--- config.mk ---
export PLATFORM = sky130hd
export DESIGN_NAME = player_ship_ctrl
export DESIGN_NICKNAME = d
export VERILOG_FILES = /design/src/rtl/player_pkg.sv /design/src/rtl/player_ship_ctrl_proj_slot.sv /design/src/rtl/player_ship_ctrl.sv
export SDC_FILE = /design/constraint.sdc
export NUM_CORES = 1
export LEC_CHECK = 0
export ABC_AREA = 1
export ABC_CLOCK_PERIOD_IN_PS = 1700
export CORE_ASPECT_RATIO = 1.1
export CORE_MARGIN = 4
export CORE_UTILIZATION = 43
export CTS_CLUSTER_DIAMETER = 150
export DETAILED_ROUTE_END_ITERATION = 7
export GPL_TIMING_DRIVEN = 0
export PLACE_DENSITY = 0.85
export SYNTH_ARGS = -nofsm -noshare
export SYNTH_HDL_FRONTEND = slang
export SYNTH_SLANG_ARGS = --single-unit
--- constraint.sdc ---
create_clock -name clk_master -period 1.7 [get_ports clk_master]
set_clock_uncertainty 0.2 [all_clocks]
set_input_delay 0.425 -clock clk_master [delete_from_list [all_inputs] [get_ports clk_master]]
set_output_delay 0.425 -clock clk_master [all_outputs]
set_load 0.02 [all_outputs]
--- src/rtl/player_pkg.sv ---
// Shared types and widths for the player ship controller: life-state enum,
// coordinate widths, projectile slot record and saturating x arithmetic.
package player_pkg;

  localparam int unsigned X_W = 10;
  localparam int unsigned Y_W = 9;

  typedef enum logic [1:0] {
    ALIVE  = 2'd0,
    INVULN = 2'd1,
    DEAD   = 2'd2
  } player_state_e;

  typedef struct packed {
    logic           active;
    logic [X_W-1:0] x;
    logic [Y_W-1:0] y;
  } proj_slot_t;

  // Clamp at zero instead of wrapping below it.
  function automatic logic [X_W-1:0] sat_sub(input logic [X_W-1:0] a,
                                             input logic [X_W-1:0] b);
    return (a < b) ? '0 : a - b;
  endfunction

  // Clamp at lim; assumes lim >= b.
  function automatic logic [X_W-1:0] sat_add(input logic [X_W-1:0] a,
                                             input logic [X_W-1:0] b,
                                             input logic [X_W-1:0] lim);
    return (a > lim - b) ? lim : a + b;
  endfunction

endpackage

--- src/rtl/player_ship_ctrl_proj_slot.sv ---
// One player projectile register: spawn into an empty slot, kill on clear,
// otherwise climb PROJ_STEP pixels per step pulse until it leaves the top.
module proj_slot
  import player_pkg::*;
#(
  parameter int unsigned PROJ_STEP = 6
) (
  input  logic           clk_master,
  input  logic           rst,
  input  logic           step_pulse,
  input  logic           spawn_i,
  input  logic           clear_i,
  input  logic [X_W-1:0] spawn_x_i,
  input  logic [Y_W-1:0] spawn_y_i,
  output proj_slot_t     slot_o
);

  proj_slot_t slot_q, slot_d;

  // A clear only affects a live slot, so a spawn into an idle slot always wins.
  always_comb begin
    slot_d = slot_q;
    if (clear_i && slot_q.active) begin
      slot_d.active = 1'b0;
    end else if (spawn_i) begin
      slot_d.active = 1'b1;
      slot_d.x      = spawn_x_i;
      slot_d.y      = spawn_y_i;
    end else if (step_pulse && slot_q.active) begin
      if (slot_q.y < Y_W'(PROJ_STEP)) slot_d.active = 1'b0;
      else                            slot_d.y      = slot_q.y - Y_W'(PROJ_STEP);
    end
  end

  always_ff @(posedge clk_master) begin
    if (rst) slot_q <= '0;
    else     slot_q <= slot_d;
  end

  assign slot_o = slot_q;

endmodule

--- src/rtl/player_ship_ctrl.sv ---
// Player ship controller: position, hit points, ALIVE/INVULN/DEAD state and a
// projectile pool. Define PLAYER_FIRE_EDGE_EN for one shot per button press.
module player_ship_ctrl
  import player_pkg::*;
#(
  parameter int unsigned SCREEN_W      = 640,
  parameter int unsigned PLAYER_W      = 32,
  parameter int unsigned PLAYER_H      = 16,
  parameter int unsigned PLAYER_Y      = 440,
  parameter int unsigned START_X       = 304,
  parameter int unsigned STEP          = 4,
  parameter int unsigned NUM_PROJ      = 3,
  parameter int unsigned PROJ_W        = 4,
  parameter int unsigned PROJ_H        = 8,
  parameter int unsigned PROJ_STEP     = 6,
  parameter int unsigned MAX_HP        = 3,
  parameter int unsigned HP_W          = 2,
  parameter int unsigned INVULN_STEPS  = 60,
  parameter int unsigned FIRE_COOLDOWN = 15
) (
  input  logic                    clk_master,
  input  logic                    rst,
  input  logic                    step_pulse,
  input  logic                    mv_left,
  input  logic                    mv_right,
  input  logic                    fire,
  input  logic                    player_hit,
  input  logic [NUM_PROJ-1:0]     proj_clear,
  output logic [X_W-1:0]          player_x,
  output logic [Y_W-1:0]          player_y,
  output logic [X_W-1:0]          player_w,
  output logic [Y_W-1:0]          player_h,
  output logic [NUM_PROJ-1:0]     proj_active,
  output logic [X_W*NUM_PROJ-1:0] proj_x,
  output logic [Y_W*NUM_PROJ-1:0] proj_y,
  output logic [X_W-1:0]          proj_w,
  output logic [Y_W-1:0]          proj_h,
  output logic [HP_W-1:0]         player_hp,
  output logic                    invuln,
  output logic                    game_over
);

  localparam logic [1:0] ST_ALIVE  = 2'(ALIVE);
  localparam logic [1:0] ST_INVULN = 2'(INVULN);
  localparam logic [1:0] ST_DEAD   = 2'(DEAD);

  localparam int unsigned CD_W     = (FIRE_COOLDOWN > 1) ? $clog2(FIRE_COOLDOWN + 1) : 1;
  localparam int unsigned INV_W    = (INVULN_STEPS > 1) ? $clog2(INVULN_STEPS + 1) : 1;
  localparam int unsigned MAX_X    = SCREEN_W - PLAYER_W;
  localparam int unsigned SPAWN_DX = PLAYER_W / 2 - PROJ_W / 2;
  localparam int unsigned SPAWN_Y  = PLAYER_Y - PROJ_H;

  logic [1:0]          state_q, state_d;
  logic [X_W-1:0]      x_q, x_d;
  logic [HP_W-1:0]     hp_q, hp_d;
  logic [CD_W-1:0]     cd_q, cd_d;
  logic [INV_W-1:0]    inv_q, inv_d;
  logic                invuln_q, game_over_q;
  logic                fire_req_c;
  logic                any_free_c;
  logic [NUM_PROJ-1:0] free_oh_c, spawn_oh_c, active_c;
  logic [X_W-1:0]      spawn_x_c;
  proj_slot_t          slots [NUM_PROJ];

`ifdef PLAYER_FIRE_EDGE_EN
  // A rising edge is held pending until the next step pulse consumes it.
  logic fire_prev_q, fire_pend_q;
  assign fire_req_c = fire_pend_q | (fire & ~fire_prev_q);

  always_ff @(posedge clk_master) begin
    if (rst) begin
      fire_prev_q <= 1'b0;
      fire_pend_q <= 1'b0;
    end else begin
      fire_prev_q <= fire;
      fire_pend_q <= fire_req_c & ~step_pulse;
    end
  end
`else
  assign fire_req_c = fire;
`endif

  // Lowest-index inactive slot, one-hot.
  always_comb begin
    free_oh_c  = '0;
    any_free_c = 1'b0;
    for (int i = 0; i < int'(NUM_PROJ); i++) begin
      if (!active_c[i] && !any_free_c) begin
        free_oh_c[i] = 1'b1;
        any_free_c   = 1'b1;
      end
    end
  end

  assign spawn_x_c = x_q + X_W'(SPAWN_DX);

  // Step-pulse work uses the pre-hit state; hits are taken on any cycle.
  always_comb begin
    state_d    = state_q;
    x_d        = x_q;
    hp_d       = hp_q;
    cd_d       = cd_q;
    inv_d      = inv_q;
    spawn_oh_c = '0;

    if (step_pulse) begin
      if (cd_q != '0) begin
        cd_d = cd_q - CD_W'(1);
      end else if (fire_req_c && state_q != ST_DEAD && any_free_c) begin
        spawn_oh_c = free_oh_c;
        cd_d       = CD_W'(FIRE_COOLDOWN);
      end

      if (state_q != ST_DEAD && mv_left != mv_right) begin
        x_d = mv_left ? sat_sub(x_q, X_W'(STEP))
                      : sat_add(x_q, X_W'(STEP), X_W'(MAX_X));
      end

      if (state_q == ST_INVULN) begin
        inv_d = inv_q - INV_W'(1);
        if (inv_d == '0) state_d = ST_ALIVE;
      end
    end

    if (player_hit && state_q == ST_ALIVE) begin
      hp_d = hp_q - HP_W'(1);
      if (hp_d == '0) begin
        state_d = ST_DEAD;
      end else begin
        state_d = ST_INVULN;
        inv_d   = INV_W'(INVULN_STEPS);
      end
    end
  end

  always_ff @(posedge clk_master) begin
    if (rst) begin
      state_q     <= ST_ALIVE;
      x_q         <= X_W'(START_X);
      hp_q        <= HP_W'(MAX_HP);
      cd_q        <= '0;
      inv_q       <= '0;
      invuln_q    <= 1'b0;
      game_over_q <= 1'b0;
    end else begin
      state_q     <= state_d;
      x_q         <= x_d;
      hp_q        <= hp_d;
      cd_q        <= cd_d;
      inv_q       <= inv_d;
      invuln_q    <= (state_d == ST_INVULN);
      game_over_q <= (state_d == ST_DEAD);
    end
  end

  for (genvar g = 0; g < int'(NUM_PROJ); g++) begin : g_slot
    proj_slot #(
      .PROJ_STEP(PROJ_STEP)
    ) u_slot (
      .clk_master(clk_master),
      .rst       (rst),
      .step_pulse(step_pulse),
      .spawn_i   (spawn_oh_c[g]),
      .clear_i   (proj_clear[g]),
      .spawn_x_i (spawn_x_c),
      .spawn_y_i (Y_W'(SPAWN_Y)),
      .slot_o    (slots[g])
    );

    assign active_c[g]               = slots[g].active;
    assign proj_x[X_W*g +: X_W]      = slots[g].x;
    assign proj_y[Y_W*g +: Y_W]      = slots[g].y;
  end

  assign proj_active = active_c;
  assign player_x    = x_q;
  assign player_hp   = hp_q;
  assign invuln      = invuln_q;
  assign game_over   = game_over_q;
  assign player_y    = Y_W'(PLAYER_Y);
  assign player_w    = X_W'(PLAYER_W);
  assign player_h    = Y_W'(PLAYER_H);
  assign proj_w      = X_W'(PROJ_W);
  assign proj_h      = Y_W'(PROJ_H);

endmodule
==> Word level (Yosys, flattened, before mapping) <==
Index checks and enable logic that the tools add are counted.
{ "word_totals": {"output_inout_bits": 121, "romBits": 0, "latchBits": 0, "in_bits": 10, "elab_cells": 121, "n_memories": 0, "regBits": 86, "mem_bits_rw": 0} }
{ "op_classes": {"addsub": 9, "div_mod_pow": 0, "reduce_logical": 40, "bitwise_logic": 3, "n_shift": 0, "order_cmp": 5, "mux": 40, "mul": 0, "eq_ne": 8} }
{ "op_table": {"columns": ["operator", "n"], "rows": [
  ["$mux 9", 9],
  ["$mux 10", 3],
  ["$lt 9x3->1 const B", 3],
  ["$sub 9x3->9 const B", 3],
  ["$mux 6", 4],
  ["$reduce_and 2->1", 8],
  ["$mux 1", 14],
  ["$reduce_bool 2->1", 7],
  ["$logic_and 1x1->1", 12],
  ["$add 10x3->10 const B", 1],
  ["$add 10x4->10 const B", 1],
  ["$gt 10x10->1 const B", 1],
  ["$lt 10x3->1 const B", 1],
  ["$mux 2", 5],
  ["$sub 10x3->10 const B", 1],
  ["$mux 3", 3],
  ["$reduce_and 3->1", 3],
  ["$mux 4", 2],
  ["$ne 2x2->1 const B", 4],
  ["$logic_not 6->1", 1],
  ["$reduce_or 2->1", 3],
  ["$sub 6x1->6 const B", 1],
  ["$eq 2x1->1 const B", 2],
  ["$logic_not 2->1", 2],
  ["7 further kinds", 11]
]} }

==> Depth between registers and ports, before layout <==
{ "depth": {"word_depth": 12, "depth_mapped": 12, "depth_no_buf": 12} }

==> Hierarchy <==
A second synthesis with hierarchy kept.
{ "unflattened": {"hier_cells": 734, "area_unflattened_um2": 4999.8} }
{ "by_module_without_submodules": {"columns": ["mod", "area_each_um2", "n_inst", "seq_area_each_um2", "cells_per_inst"], "rows": [
  ["proj_slot", 985.9, 3, 400.4, 146],
  ["player_ship_ctrl", 2042.0, 1, 480.5, 296]
]} }

==> Least setup slack after synthesis <==
No wires, ideal clock.
{ "synth_timing": {"path_kind": "reg2reg", "start": "register x_q[2] (netlist: player_x[2])", "end": "register x_q[6] (netlist: player_x[6])", "period_less_slack_ps": 1919, "t_required_ps": 1444, "setup_slack_ps": -219, "path_stages_with_launch": 12, "path_buffers": 0, "arrival_ps": 1663, "cell_sequence": "dfxtp_1 -> inv_1 -> ha_1 -> inv_1 -> nor2_1 -> nand2_1 -> nor2_1 -> nor2_1 -> o21ai_0 -> nand3_1 -> nand2_1 -> inv_1"} }
{ "synth_between": {"elab_chain_len": 3, "elab_cells_between_ends": 7} }
{ "synth_rtl": {"columns": ["item", "line_no", "rtl"], "rows": [
  ["start: declaration", "player_ship_ctrl.sv:54", "logic [X_W-1:0] x_q, x_d;"],
  ["start signal: assignment", "player_ship_ctrl.sv:139", "x_q <= X_W'(START_X);"],
  ["$add 10x3->10, or another cell as far along", "player_pkg.sv:30", "return (a > lim - b) ? lim : a + b;"],
  ["$mux 10, on equally long branches", "player_pkg.sv:30, player_pkg.sv:23", null],
  ["$mux 10 (*)", "player_ship_ctrl.sv:115", "x_d = mv_left ? sat_sub(x_q, X_W'(STEP))"]
]} }
Every way passes the cells marked *; elsewhere a longest branch is shown, timed or not.
A chain may end at the register's enable or synchronous reset.

==> Final worst setup path <==
{ "layout_timing": {"start": "register cd_q[0]", "end": "register g_slot[1].u_slot.slot_q, in the netlist g_slot[1].u_slot.slot_o[3]"} }
{ "layout_between": {"elab_chain_len": 5, "elab_cells_between_ends": 7} }
{ "layout_rtl": {"columns": ["item", "line_no", "rtl"], "rows": [
  ["start: declaration", "player_ship_ctrl.sv:56", "logic [CD_W-1:0] cd_q, cd_d;"],
  ["start signal: assignment", "player_ship_ctrl.sv:141", "cd_q <= '0;"],
  ["start signal: assignment", "player_ship_ctrl.sv:149", "cd_q <= cd_d;"],
  ["$reduce_bool 4->1 (*)", "player_ship_ctrl.sv:107", "if (cd_q != '0) begin"],
  ["$mux 3 (*)", "player_ship_ctrl.sv:107", null],
  ["$mux 3 (*)", "player_ship_ctrl.sv:106", "if (step_pulse) begin"],
  ["$ne 2x2->1 (no source line) or $reduce_bool 2->1 (tied branches)", null, null],
  ["$reduce_and 3->1 (no source line)", null, null],
  ["end signal: assignment", "player_ship_ctrl_proj_slot.sv:37", "else slot_q <= slot_d;"],
  ["end: declaration", "player_ship_ctrl_proj_slot.sv:18", "proj_slot_t slot_q, slot_d;"]
]} }
Marks and branches as above.

==> flow_summary.ini <==
[run_status]
status = complete, but fails checks
violations = negative setup slack

[clocking]
cts_buffers = 9
tritoncts = built
htree_levels = 3
cts_sinks = 78
clk_pin_slew_ps = 90
clockBufferDepth = 2
ctsHoldBuffers = 0
clk_latency_ps = 350
root_buffer = clkbuf_8

[floorplanning]
dieArea_um2 = 12200
pin_count = 131
die-height_um = 115
die_x_um = 106
core_um2 = 10000
start_util = 0.449
row_count = 38

[finish]
final_cell_area_um2 = 6610
drive_above_1_share = 0.370
seqCellArea_um2 = 1620
n_antenna_cell = 0
layout.cells.most_common_list = nand2_1 (93), buf_4 (81), nor2_1 (59)
syn_to_final_growth_pct = 46.7
layout.nets = 829
fillers = 781
final_cells = 953
final_core_util = 0.659
multiInputGateArea_um2 = 2800
layout_commonest_cell = nand2_1

[sta]
rsz0062_at_grt = true
slew_headroom = 0.502
drv_slew = 0
hold_viol = 0
worst_slew_pin_slew_ps = 747
holdWs_ps = 268
fin_ws_ps = -34.1
fmax_ghz = 0.577
layout_worst_path_cycle_share = 1.02
setup_violations = 4
tns_ps = -53.7
period_minus_slack_ps = 1730

[grt]
grt_max_degree = 16
grt_pass1_wl_um = 19500
grt_pass1_vias = 4069
gr-total-overflow = 0
use_met2 = 0.320
grtUsageMet1 = 0.259
antenna_found_initial = 0
use_met3 = 0.0376
grt-busiest-layer = met2
grt_util_all_layers = 0.196

[power]
ir_drop_v = 0.000439
p_per_area_nw_per_um2 = 776
p_leak_nw = 2.98

[drt]
wl_per_cell_um = 14.2
drc = 0
totalWireLength_um = 13500
drt_first_pass_iters = 8
num_vias = 4727
postRouteAntennaNets = 0
first_iter_violations = 310
via_per_inst = 4.96

[synthesis]
avgSynthCellArea_um2 = 7.08
yosysTopAreaCell = dfxtp_1
synth-seq-cells = 78
synth_top_area_frac = 0.347
ys_seq_area_frac = 0.347
syn_area_um2 = 4500
synth_ff_type = dfxtp_1
synth_enable_flop_cells = 0
ys_warn_count = 0
synth.area.top_cells = dfxtp_1 (35%), buf_4 (9.3%), nand2_1 (8.6%)
async_flop_share = 0
synth_cell_types = 38
syn_inst = 636

[critical_path]
reg2regPathDepth = 10
crit_path_end_kind = flip-flop
cp.required_ps = 1750
crit_arrival_ps = 1790
cp_max_fo = 7
critPathKind = reg -> reg
startpoint_type = flip-flop

[placement]
hpwlAfterDp_um = 8690
portBuffers = 74
gp_congestion = 0.893
dpl.cell_count = 903
postPlaceCellArea_um2 = 5630

[hold_path]
holdPathStages = 2
hp-class = reg -> reg

[flow_run]
maxCapViolations = 0
[stage by stage]
step	total power [mW]	setup WS, ps
6_report	5.13	-34.1
5_1_grt	5.37	-87.1
4_1_cts	4.91	-25.8
3_5_place_dp	3.36	-760
3_3_place_gp	3.35	-738
2_1_floorplan	3.01	1.70
[timing repair]
action | in CTS | in global routing
cloned | 1 | 5
resized for setup | 207 | 126
pin swaps | 12 | 29
setup buffers | 9 | 19
endpoints found under the setup margin | 132 | 103
[worst max-delay path: stages (launching register included)]
cell     delay, ps
dfxtp_2        340
inv_2           70
ha_4           150
nand2_4         70
nor2_4         180
nand3_4        110
buf_6          160
nand2_4        100
nand3_1        100
nand3_1        100
nor2_1          40
[flip-flops by register name, summed over array words and instances (netlist names)]
register              count
invuln                    1
g_slot.u_slot.slot_o     54
inv_q                     6
player_hp                 2
player_x                  8
state_q                   2
game_over                 1
cd_q                      4
[area by class of cell]
cell class,instances,area share
Buffer,72,0.0830
Clock buffer,9,0.0188
Clock inverter,7,0.0121
Inverter,60,0.0371
Multi-Input combinational cell,480,0.424
Sequential cell,78,0.245
Tap cell,140,0.0265
Timing Repair Buffer,107,0.153
[logic make-up after synthesis]
family,count (synthesis),share of synthesized area
adder cells (fa/ha/maj),11,0.0306
other,2,0.00167
XOR/XNOR,11,0.0214
flip-flops,78,0.347
buffers and inverters,132,0.167
AO/OA/AOI/OAI,111,0.134
AND/OR/NAND/NOR,291,0.299
[path summary, 6_finish.rpt]
kind                            slack [ps]                        start                          end
worst max-delay path                   -30                      cd_q[0]   g_slot[1].u_slot.slot_o[3]
worst min register to register         270  g_slot[2].u_slot.slot_o[10]  g_slot[2].u_slot.slot_o[10]
worst max register to register         -30                      cd_q[0]   g_slot[1].u_slot.slot_o[3]
worst min-delay path                   270  g_slot[2].u_slot.slot_o[10]  g_slot[2].u_slot.slot_o[10]
[per-layer routing]
layer,share of wire,vias up
met2,0.49,227
met1,0.41,2173
met4,0.012,0
met3,0.082,16
li1,-,2311
met5,0,-
[power breakdown]
| group | total, mW | internal [mW] | switching [mW] |
|---|---|---|---|
| clock | 1.48 | 0.702 | 0.779 |
| sequential | 2.10 | 1.95 | 0.145 |
| combinational | 1.55 | 0.621 | 0.926 |
[synth_stat cells, drive strengths merged (2+ instances only)]
| library cell | instances |
|---|---|
| a21oi | 56 |
| a31oi | 6 |
| buf | 65 |
| clkbuf | 7 |
| conb | 2 |
| dfxtp | 78 |
| ha | 11 |
| inv | 60 |
| nand2 | 110 |
| nand3 | 65 |
| nand3b | 4 |
| nand4 | 7 |
| nor2 | 82 |
| nor3 | 11 |
| o211ai | 3 |
| o21ai | 44 |
| or2 | 11 |
| xnor2 | 3 |
| xor2 | 8 |
(Power assumes the default switching activity.)
==> patch (same settings) <==
Set the parameter `FIRE_COOLDOWN` to 30 (it was 15).
--- a/src/rtl/player_ship_ctrl.sv
+++ b/src/rtl/player_ship_ctrl.sv
@@ -16,7 +16,7 @@
   parameter int unsigned MAX_HP        = 3,
   parameter int unsigned HP_W          = 2,
   parameter int unsigned INVULN_STEPS  = 60,
-  parameter int unsigned FIRE_COOLDOWN = 15
+  parameter int unsigned FIRE_COOLDOWN = 30
 ) (
   input  logic                    clk_master,
   input  logic                    rst,
Function: no difference found for any inputs over 4 cycles, from zero or initial values and one cycle with rst high; that may be too few to reach the edited logic, so the function may still have changed.
==> patch against the unedited design <==
  * Sequential cell count up 1
  * The flow still finishes with violations (setup timing)
  * Count of clock-buffer cells in the layout increased by 1
  * Global-route usage grew 0.54 points
  * Final area down 1.1%
  * Wire length increased by 2.0%
  * Total power rose by 11%
  * Combinational power up 11%
  * First-iteration DRC count increased by 16%
  * Area after synthesis increased by 1.4%
  * Setup slack hardly changed
  * Critical path depth did not move
==> patch: results (changes against the unedited design) <==
* Gr usage total at 0.202 (was 0.196)
* Final #Nets at 834 (was 829)
* I/O Buffers at 75 (was 74)
* Post-synthesis adder-cell area fraction at 0.0329 (was 0.0306)
* Commonest cells in the netlist: 117 x nand2_1, 82 x nor2_1, 79 x dfxtp_1, 58 x buf_4, 57 x inv_1 (was 103 x nand2_1, 78 x dfxtp_1, 77 x nor2_1, 61 x nand3_1, 56 x buf_4)
* Area of the multi-input gates at 2710 um^2 (was 2800 um^2)
* Wire per inst at 14.4 um (was 14.2 um)
* First-pass GRT wire length at 20.1 mm (was 19.5 mm)
* Syn Area/Cell at 7.07 um^2 (was 7.08 um^2)
* Synth Area in Compound Gates at 0.138 (was 0.134)
* FFs & Latches at 79 (was 78)
* DR pass1 iterations at 6 (was 8)
* Clock Network Area Fraction at 0.0427 (was 0.0309)
* Min setup slack post-route at -0.0337 ns (was -0.0341 ns)
* WP data arrival at 1.75 ns (was 1.79 ns)
* Post-synthesis sequential area ratio at 0.346 (was 0.347)
* Maximum vdd ir drop at 0.608 mV (was 0.439 mV)
* Worst Path Max Fanout at 6 (was 7)
* Synth Area in XOR/XNOR at 0.0403 (was 0.0214)
* Clock root buffer: clkbuf_16 (was clkbuf_8)
* Status: finished, violations left (unchanged)
* # fillers at 882 (was 781)
* CP max stage delay at 0.38 ns (was 0.34 ns)
* Setup Viol. Count Final at 4 (unchanged)
* Synth top area cells: dfxtp_1 35%, nand2_1 9.6%, buf_4 9.5%, nor2_1 6.7%, a21oi_1 6.0% (was dfxtp_1 35%, buf_4 9.3%, nand2_1 8.6%, nand3_1 6.8%, nor2_1 6.4%)
* Clock buffer count at 10 (was 9)
* HP Class: flip-flop to flip-flop (unchanged)
* Seq/total area at 0.250 (was 0.245)
* Violated checks: setup timing (unchanged)
* Clock transition at path regs at 0.06 ns (was 0.09 ns)
* CP max stage cell: dfxtp_4 (was dfxtp_2)
* Netlist cell types at 39 (was 38)
* Slew Limit Headroom at 0.626 (was 0.502)
* NonClk Buf Share at 0.223 (was 0.236)
* Leakage at 3.12 nW (was 2.98 nW)
* Vias in the first global route at 4207 (was 4069)
* #MultiIn Comb at 485 (was 480)
* Placed instance count at 917 (was 903)
-- patch: worst max-delay path, delay by kind of cell (launching register included) --
kind                       cells  cell delay [ns]
and+or+nand+nor                5             0.56
DFF                            1             0.38
buffers and inverters          3             0.26
adders and majority gates      1             0.15
AOI/OAI and AO/OA              1             0.06
-- patch: what timing repair did --
item,in CTS,in global routing
buffers inserted,10,14
gates cloned,2,1
endpoints found under the hold margin,0,0
gates resized for setup,170,103
pin swaps,11,28
endpoints found under the setup margin,130,85
-- patch: worst paths after layout --
path                                                                 end                                     start  slack (ns)
worst max register to register                  player_x[5]$_SDFFE_PP1P_                  player_x[3]$_SDFFE_PP0P_       -0.03
worst min-delay path            g_slot[0].u_slot.slot_o[10]$_SDFFE_PP0P_  g_slot[0].u_slot.slot_o[10]$_SDFFE_PP0P_        0.28
worst max-delay path                            player_x[5]$_SDFFE_PP1P_                  player_x[3]$_SDFFE_PP0P_       -0.03
worst min register to register  g_slot[0].u_slot.slot_o[10]$_SDFFE_PP0P_  g_slot[0].u_slot.slot_o[10]$_SDFFE_PP0P_        0.28
-- patch: metrics by stage --
stage | instance area (um^2) | worst slack [ns] | total power [mW]
global placement | 5700 | -0.654 | 3.57
finish | 6530 | -0.0337 | 5.71
global route | 6530 | -0.122 | 5.97
detailed placement | 5700 | -0.722 | 3.59
CTS | 6220 | 0.000130 | 5.54
floorplan | 4770 | 0.00764 | 3.21
-- patch: routing by layer --
metal / GRT usage / vias to the layer above / wire length (um)
met5: 0 / - / 0
met4: 0.0829 / 0 / 523
met3: 0.0498 / 48 / 1220
met2: 0.346 / 285 / 6710
met1: 0.244 / 2152 / 5350
li1: - / 2321 / -
-- patch: power by group --
part           internal, mW  leakage, nW  switching, mW
Sequential             1.99        0.657          0.144
Combinational         0.681         2.33           1.04
Clock                  1.01        0.131          0.843
